==> config.mk <==
export PLATFORM = sky130hd
export DESIGN_NAME = mbssoc_irq_collector_flat
export DESIGN_NICKNAME = d
export VERILOG_FILES = /design/src/rtl/mbssoc_irq_collector_if.sv /design/src/rtl/mbssoc_irq_collector.sv /design/src/flat_wrapper.sv
export SDC_FILE = /design/constraint.sdc
export NUM_CORES = 1
export LEC_CHECK = 0
export ABC_AREA = 0
export BUFFER_PORTS_ARGS = -buffer_cell sky130_fd_sc_hd__buf_4
export CAP_MARGIN = 10
export CORE_ASPECT_RATIO = 1.2
export CORE_MARGIN = 2
export CORE_UTILIZATION = 53
export CTS_BUF_LIST = sky130_fd_sc_hd__clkbuf_16
export DETAILED_ROUTE_END_ITERATION = 8
export PLACE_DENSITY = 0.91
export RECOVER_POWER = 100
export SYNTH_ARGS = -nofsm -noshare
export SYNTH_HDL_FRONTEND = slang
export SYNTH_SLANG_ARGS = --single-unit
==> constraint.sdc <==
create_clock -name clk -period 5.55 [get_ports clk]
set_input_delay 1.11 -clock clk [delete_from_list [all_inputs] [get_ports clk]]
set_output_delay 1.11 -clock clk [all_outputs]
set_load 0.05 [all_outputs]
==> src/rtl/mbssoc_irq_collector_if.sv <==
// Collector bus: raw/software requests, APIC acks, mask config in; masked pending vector
// and overrun status out.
interface mbssoc_irq_collector_if #(
    parameter int INT_SEL_WIDTH = 8,
    parameter int OVR_CNT_WIDTH = 8
);
    logic [INT_SEL_WIDTH-1:0] irq_raw;
    logic [INT_SEL_WIDTH-1:0] sw_set;
    logic [INT_SEL_WIDTH-1:0] int_ack;
    logic                     cfg_we;
    logic [INT_SEL_WIDTH-1:0] cfg_mask;
    logic                     ovr_clr;
    logic [INT_SEL_WIDTH-1:0] int_vec;
    logic                     irq_any;
    logic [INT_SEL_WIDTH-1:0] ovr_flag;
    logic [OVR_CNT_WIDTH-1:0] ovr_cnt;

    modport master (
        output irq_raw, sw_set, int_ack, cfg_we, cfg_mask, ovr_clr,
        input  int_vec, irq_any, ovr_flag, ovr_cnt
    );

    modport slave (
        input  irq_raw, sw_set, int_ack, cfg_we, cfg_mask, ovr_clr,
        output int_vec, irq_any, ovr_flag, ovr_cnt
    );
endinterface

==> src/rtl/mbssoc_irq_collector.sv <==
// Interrupt front-end: synchronises device lines, keeps sticky pending bits per line,
// merges software sets, masks the result for the APIC and tracks lost edges.
module mbssoc_irq_collector #(
    parameter int                       INT_SEL_WIDTH = 8,
    parameter int                       SYNC_STAGES   = 2,
    parameter logic [INT_SEL_WIDTH-1:0] EDGE_MASK     = '1,
    parameter int                       OVR_CNT_WIDTH = 8
) (
    input  logic                 clk,
    input  logic                 rst,
    mbssoc_irq_collector_if.slave bus
);
    localparam int W  = INT_SEL_WIDTH;
    localparam int HW = $clog2(W + 1);
    localparam int SW = ((OVR_CNT_WIDTH > HW) ? OVR_CNT_WIDTH : HW) + 1;
    localparam logic [SW-1:0] CNT_MAX = SW'({OVR_CNT_WIDTH{1'b1}});

    logic [SYNC_STAGES-1:0][W-1:0] r_sync;
    logic [W-1:0]             r_s_prev;
    logic [W-1:0]             r_pend;
    logic [W-1:0]             r_mask;
    logic [W-1:0]             r_int_vec;
    logic                     r_irq_any;
    logic [W-1:0]             r_ovr_flag;
    logic [OVR_CNT_WIDTH-1:0] r_ovr_cnt;

    logic [W-1:0]             w_s;
    logic [W-1:0]             w_edge_set;
    logic [W-1:0]             w_set;
    logic [W-1:0]             w_pend_nxt;
    logic [W-1:0]             w_mask_nxt;
    logic [W-1:0]             w_vec_nxt;
    logic [W-1:0]             w_ovr_hit;
    logic [HW-1:0]            w_hits;
    logic [SW-1:0]            w_sum;
    logic [OVR_CNT_WIDTH-1:0] w_cnt_nxt;

    assign w_s        = r_sync[SYNC_STAGES-1];
    assign w_edge_set = w_s & ~r_s_prev & EDGE_MASK;
    assign w_set      = w_edge_set | (w_s & ~EDGE_MASK) | bus.sw_set;
    // Set wins over a same-cycle ack, so a request landing on its own retire is never lost.
    assign w_pend_nxt = (r_pend & ~bus.int_ack) | w_set;
    assign w_mask_nxt = bus.cfg_we ? bus.cfg_mask : r_mask;
    assign w_vec_nxt  = w_pend_nxt & w_mask_nxt;

    // Level sources re-assert by design, so only edges and software sets can be lost.
    assign w_ovr_hit  = (w_edge_set | bus.sw_set) & r_pend & ~bus.int_ack;

    always_comb begin
        w_hits = '0;
        for (int i = 0; i < W; i++) begin
            w_hits = w_hits + HW'(w_ovr_hit[i]);
        end
    end

    assign w_sum     = SW'(r_ovr_cnt) + SW'(w_hits);
    assign w_cnt_nxt = (w_sum > CNT_MAX) ? OVR_CNT_WIDTH'(CNT_MAX) : OVR_CNT_WIDTH'(w_sum);

    always_ff @(posedge clk or posedge rst) begin
        if (rst) begin
            r_sync     <= '0;
            r_s_prev   <= '0;
            r_pend     <= '0;
            r_mask     <= '1;
            r_int_vec  <= '0;
            r_irq_any  <= 1'b0;
            r_ovr_flag <= '0;
            r_ovr_cnt  <= '0;
        end else begin
            r_sync    <= {r_sync[SYNC_STAGES-2:0], bus.irq_raw};
            r_s_prev  <= w_s;
            r_pend    <= w_pend_nxt;
            r_mask    <= w_mask_nxt;
            r_int_vec <= w_vec_nxt;
            r_irq_any <= |w_vec_nxt;
            if (bus.ovr_clr) begin
                r_ovr_flag <= '0;
                r_ovr_cnt  <= '0;
            end else begin
                r_ovr_flag <= r_ovr_flag | w_ovr_hit;
                r_ovr_cnt  <= w_cnt_nxt;
            end
        end
    end

    assign bus.int_vec  = r_int_vec;
    assign bus.irq_any  = r_irq_any;
    assign bus.ovr_flag = r_ovr_flag;
    assign bus.ovr_cnt  = r_ovr_cnt;
endmodule
==> src/flat_wrapper.sv <==
// flat-port wrapper written by rule: the top's interface ports become plain ports
module mbssoc_irq_collector_flat 
#(
    parameter int                       INT_SEL_WIDTH = 8,
    parameter int                       SYNC_STAGES   = 2,
    parameter logic [INT_SEL_WIDTH-1:0] EDGE_MASK     = '1,
    parameter int                       OVR_CNT_WIDTH = 8
)
  (clk, rst, bus_irq_raw, bus_sw_set, bus_int_ack, bus_cfg_we, bus_cfg_mask, bus_ovr_clr, bus_int_vec, bus_irq_any, bus_ovr_flag, bus_ovr_cnt);
  mbssoc_irq_collector_if #(.INT_SEL_WIDTH(INT_SEL_WIDTH), .OVR_CNT_WIDTH(OVR_CNT_WIDTH)) bus_i ();
  input  logic clk;
  input  logic rst;
  input wire logic [$bits(bus_i.irq_raw)-1:0] bus_irq_raw;
  input wire logic [$bits(bus_i.sw_set)-1:0] bus_sw_set;
  input wire logic [$bits(bus_i.int_ack)-1:0] bus_int_ack;
  input wire logic [$bits(bus_i.cfg_we)-1:0] bus_cfg_we;
  input wire logic [$bits(bus_i.cfg_mask)-1:0] bus_cfg_mask;
  input wire logic [$bits(bus_i.ovr_clr)-1:0] bus_ovr_clr;
  output wire logic [$bits(bus_i.int_vec)-1:0] bus_int_vec;
  output wire logic [$bits(bus_i.irq_any)-1:0] bus_irq_any;
  output wire logic [$bits(bus_i.ovr_flag)-1:0] bus_ovr_flag;
  output wire logic [$bits(bus_i.ovr_cnt)-1:0] bus_ovr_cnt;
  assign bus_i.irq_raw = bus_irq_raw;
  assign bus_i.sw_set = bus_sw_set;
  assign bus_i.int_ack = bus_int_ack;
  assign bus_i.cfg_we = bus_cfg_we;
  assign bus_i.cfg_mask = bus_cfg_mask;
  assign bus_i.ovr_clr = bus_ovr_clr;
  assign bus_int_vec = bus_i.int_vec;
  assign bus_irq_any = bus_i.irq_any;
  assign bus_ovr_flag = bus_i.ovr_flag;
  assign bus_ovr_cnt = bus_i.ovr_cnt;
  mbssoc_irq_collector #(.INT_SEL_WIDTH(INT_SEL_WIDTH), .SYNC_STAGES(SYNC_STAGES), .EDGE_MASK(EDGE_MASK), .OVR_CNT_WIDTH(OVR_CNT_WIDTH)) u_core (.clk(clk), .rst(rst), .bus(bus_i));
endmodule
==> results by group <==
Drt
  • Number of iterations in the first detailed-routing pass: 4
  • Routed wirelength normalized by instance count: around 15 µm
  • Number of DRC violations after detailed-routing iteration 0: 77
  • Vias post-DR: 1685
  • Routed WL: 4.99 mm
  • Post-route ant nets: 0
  • Via-to-Cell Ratio: just over 5
  • Number of remaining DRC errors: 0

Outcome
  • Run status: finished with violations
  • Violated checks: capacitance limit, slew limit

Clock tree
  • Worst-path clk slew: 0.05 ns
  • Cts repair resizes: 0
  • Later-pin clock latency in the skew report: approximately 0.32 ns
  • Number of setup buffers added after CTS: 0
  • CTS tree: yes
  • TritonCTS Sinks: 65
  • TritonCTS Buffers: 9
  • H-tree depth reported by CTS: 3
  • Deepest clock path buffer count: 2
  • Number of buffers inserted for hold repair after clock tree synthesis: 0
  • Clock root buffer master: clkbuf_16

Global routing
  • Global-route usage over all layers: a little over a fifth
  • Wire length of the first global-routing pass: 8.04 mm
  • Number of global-route vias before repair: 1800
  • Sum of overflow across all layers after global routing: 0
  • Number of antenna violations at the first check in global routing: 0
  • Largest net degree at the start of global routing: 66

Run
  • Max-cap violations: 1

Hold path
  • Worst hold-check path type: reg -> reg

Power and ir drop
  • Relative contribution of combinational cells to total power: ~23%
  • Share of power burned in the clock network: between 30% and 40%
  • Internal power summed over all cells: 912 µW
  • Power Density: 410 nW/µm²
  • IR drop worst, VDD: 0.000338 V
  • Net switching power: roughly 410 µW
  • Static leakage power: 0.00152 µW
  • Sequential share of power: 41.0%
  • Switching power as a share of total power: 31.0%

STA
  • Setup TNS: 0 ns
  • Slew at the pin with the worst max-slew slack: between 3 and 4 ns
  • Final period utilization: 90.6%
  • Final number of max-transition violations: 66
  • Worst slew margin relative to its limit: -115%
  • Min cycle time layout: a little over 5 ns
  • Total setup violations reported at the end of the flow: 0
  • Layout Skew: about 0.0033 ns
  • Setup repair after global routing missed its margin: no
  • Worst path setup slack after routing: 0.521 ns
  • Maximum clock frequency: 199 MHz
  • Count of endpoints failing hold in the final timing report: 0

Floorplan
  • Die width: 67.6 µm
  • I/O pin cnt: 61
  • Core ar.: roughly 4600 µm²
  • Die outline area: 5430 µm²
  • Site row count: 27
  • Height of the chip: 80.3 µm
  • Starting utilization of the core area: 55.6%

Yosys
  • Synth Net Count: 241
  • Area fraction in compound gates after synthesis: 11.7%
  • Post-synthesis share of cell area spent on and, or, nand and nor gates: 9.29%
  • Syn. warnings: 0
  • Post-synthesis mux area share: around 3.6%
  • Synth unique cells: 40
  • Average cell area after synthesis: 13.3 µm²
  • Main combinational cell family by area after synthesis: compound AO/OA/AOI/OAI gates
  • Post-Synthesis Cells: 193
  • Area share of xor/xnor cells in the synthesized design: ~1.0%
  • Area of the mapped netlist: 2570 µm²
  • Adder and majority cell fraction of the synthesized area: 7.29%
  • Sequential fraction of the synthesis area: 63.6%
  • Synthesized flop and latch total: 65

Layout
  • Count of nets after finishing: between 300 and 400
  • Area growth from synthesis to layout: 25.2%
  • Finished Core Util: 69.6%
  • Layout cell share with drive strength beyond 1: 22.4%
  • Total inserted antenna cells: 0

Placed design
  • Place WS: 0.174 ns
  • Port buffer count: 60
  • Routability congestion estimate from global placement: 0.738
  • HPWL after detailed placement: 3.63 mm

Critical path
  • Element type at the critical path start: primary input
  • Critical Path RT: approximately 5.8 ns
  • Worst-path maximum fanout: 6
  • Critical path data arrival time: between 5 and 6 ns
  • Critical path capture point type: flop
  • Setup CP Type: in -> reg
through the flow:
step | area (µm²) | instances | hold WS, ns | power [µW]
after floorplan | 2570 | 193 | 0.331 | 768
after global routing | 3220 | 326 | 0.346 | 1390
after CTS | 3350 | 326 | 0.344 | 1360
after global placement | 3090 | 310 | 0.331 | 856
final | 3220 | 326 | 0.344 | 1320
after detailed placement | 3090 | 310 | 0.336 | 872
state kept, by name (all words and copies together) (netlist names):
signal	count
u_core.r_pend	8
u_core.bus.ovr_flag	8
u_core.bus.irq_any	1
u_core.r_mask	8
u_core.w_s	8
u_core.r_sync	8
u_core.r_s_prev	8
u_core.bus.ovr_cnt	8
u_core.bus.int_vec	8
logic make-up (layout without fill, tap and decap cells):
kind of cell | count (synthesis) | in the layout
buffers and inverters | 22 | 97
multiplexers | 8 | 8
AO/OA/AOI/OAI | 41 | 41
adder cells (fa/ha/maj) | 12 | 12
flip-flops | 65 | 65
XOR/XNOR | 3 | 3
AND/OR/NAND/NOR | 42 | 42
routing by layer:
layer  wire (µm)  GRT usage (%)  vias up
li1            -              -      787
met3         275           6.30        8
met5           0              0        -
met1        1870           22.5      843
met4          92           11.2        0
met2        2750           36.3       47
cell type report:
type                    count  area, µm²
clock buffers               9        225
well taps                  58       72.6
fillers                   371       1410
inverters                  20       75.1
repair buffers             61        349
clock inverters             7       33.8
multi-input cells         106        830
flip-flops and latches     65       1640
power by group through the flow:
| stage | clock network, µW | logic (µW) | registers (µW) |
|---|---|---|---|
| floorplan | 0 | 138 | 630 |
| global placement | 0 | 308 | 548 |
| detailed placement | 0 | 322 | 550 |
| CTS | 488 | 328 | 543 |
| global route | 512 | 329 | 546 |
| finish | 481 | 299 | 542 |
path summary, 6_finish.rpt:
check / startpoint / endpoint / slack [ns] / depth (start not counted)
worst max-delay path: bus_sw_set[1] / u_core.bus.ovr_cnt[5]$_DFF_PP0_ / 0.52 / 15
worst min-delay path: u_core.r_sync[6]$_DFF_PP0_ / u_core.w_s[6]$_DFF_PP0_ / 0.34 / 0
worst max register to register: u_core.w_s[0]$_DFF_PP0_ / u_core.bus.ovr_cnt[5]$_DFF_PP0_ / 0.98 / 15
worst min register to register: u_core.r_sync[6]$_DFF_PP0_ / u_core.w_s[6]$_DFF_PP0_ / 0.34 / 0
max in group asynchronous: rst / u_core.r_pend[3]$_DFF_PP0_ / 1.69 / 3
min in group asynchronous: rst / u_core.r_sync[1]$_DFF_PP0_ / 2.04 / 3
worst max-delay path, stage by stage:
cell	delay, ns
clkbuf_4	0.10
a21oi_1	0.22
nor2_1	0.12
ha_1	0.32
fa_1	0.49
inv_1	0.06
fa_1	0.47
fa_1	0.41
fa_1	0.50
inv_1	0.07
fa_1	0.44
a21o_1	0.20
a21oi_1	0.36
nand2b_1	0.25
a31oi_1	0.09
cell usage after synthesis:
| cell type | n | area share [%] |
|---|---|---|
| a211o_1 | 1 | 0.34 |
| a211oi_1 | 1 | 0.29 |
| a21bo_1 | 1 | 0.39 |
| a21bo_2 | 1 | 0.39 |
| a21boi_1 | 2 | 0.58 |
| a21o_1 | 3 | 0.87 |
| a21oi_1 | 12 | 2.3 |
| a311oi_1 | 2 | 0.68 |
| a31oi_1 | 1 | 0.24 |
| a41oi_1 | 1 | 0.34 |
| and2_1 | 2 | 0.49 |
| and2b_2 | 1 | 0.34 |
| buf_6 | 1 | 0.44 |
| clkbuf_1 | 1 | 0.15 |
| dfrtp_1 | 57 | 55 |
| dfstp_2 | 8 | 8.2 |
| fa_1 | 5 | 3.9 |
| ha_1 | 7 | 3.4 |
| inv_1 | 20 | 2.9 |
| mux2_1 | 1 | 0.44 |
| mux2_2 | 6 | 2.6 |
| mux2_4 | 1 | 0.58 |
| nand2_1 | 6 | 0.87 |
| nand2b_1 | 5 | 1.2 |
| nand3b_1 | 1 | 0.29 |
| nand4_1 | 1 | 0.24 |
| nor2_1 | 7 | 1.0 |
| nor2b_1 | 12 | 2.9 |
| nor3b_1 | 1 | 0.29 |
| nor4b_1 | 1 | 0.34 |
| o21a_1 | 2 | 0.58 |
| o21ai_0 | 4 | 0.78 |
| o21ba_2 | 4 | 1.6 |
| o21bai_1 | 1 | 0.29 |
| o31ai_1 | 4 | 1.2 |
| o31ai_4 | 1 | 0.83 |
| or3_1 | 4 | 0.97 |
| or4_1 | 1 | 0.29 |
| xnor2_1 | 2 | 0.68 |
| xor2_1 | 1 | 0.34 |
layout by cell type (no fill, tap or decap), types with 2 or more instances in the layout:
cell and n:
or3_1 4, dfrtp_1 57, o21a_1 2, mux2_1 7
buf_4 11, a311oi_1 2, o21ai_0 4, clkinv_2 3
and2_1 2, a21oi_1 12, nor2b_1 12, nand2b_1 5
nand2_1 6, clkbuf_1 29, ha_1 7, clkbuf_4 21
inv_1 23, dfstp_2 8, o21ba_2 4, a21o_1 3
clkbuf_16 9, xnor2_1 2, a21boi_0 2, fa_1 5
o31ai_1 5, nor2_1 7
No activity file was read; power rests on OpenSTA's default activity.
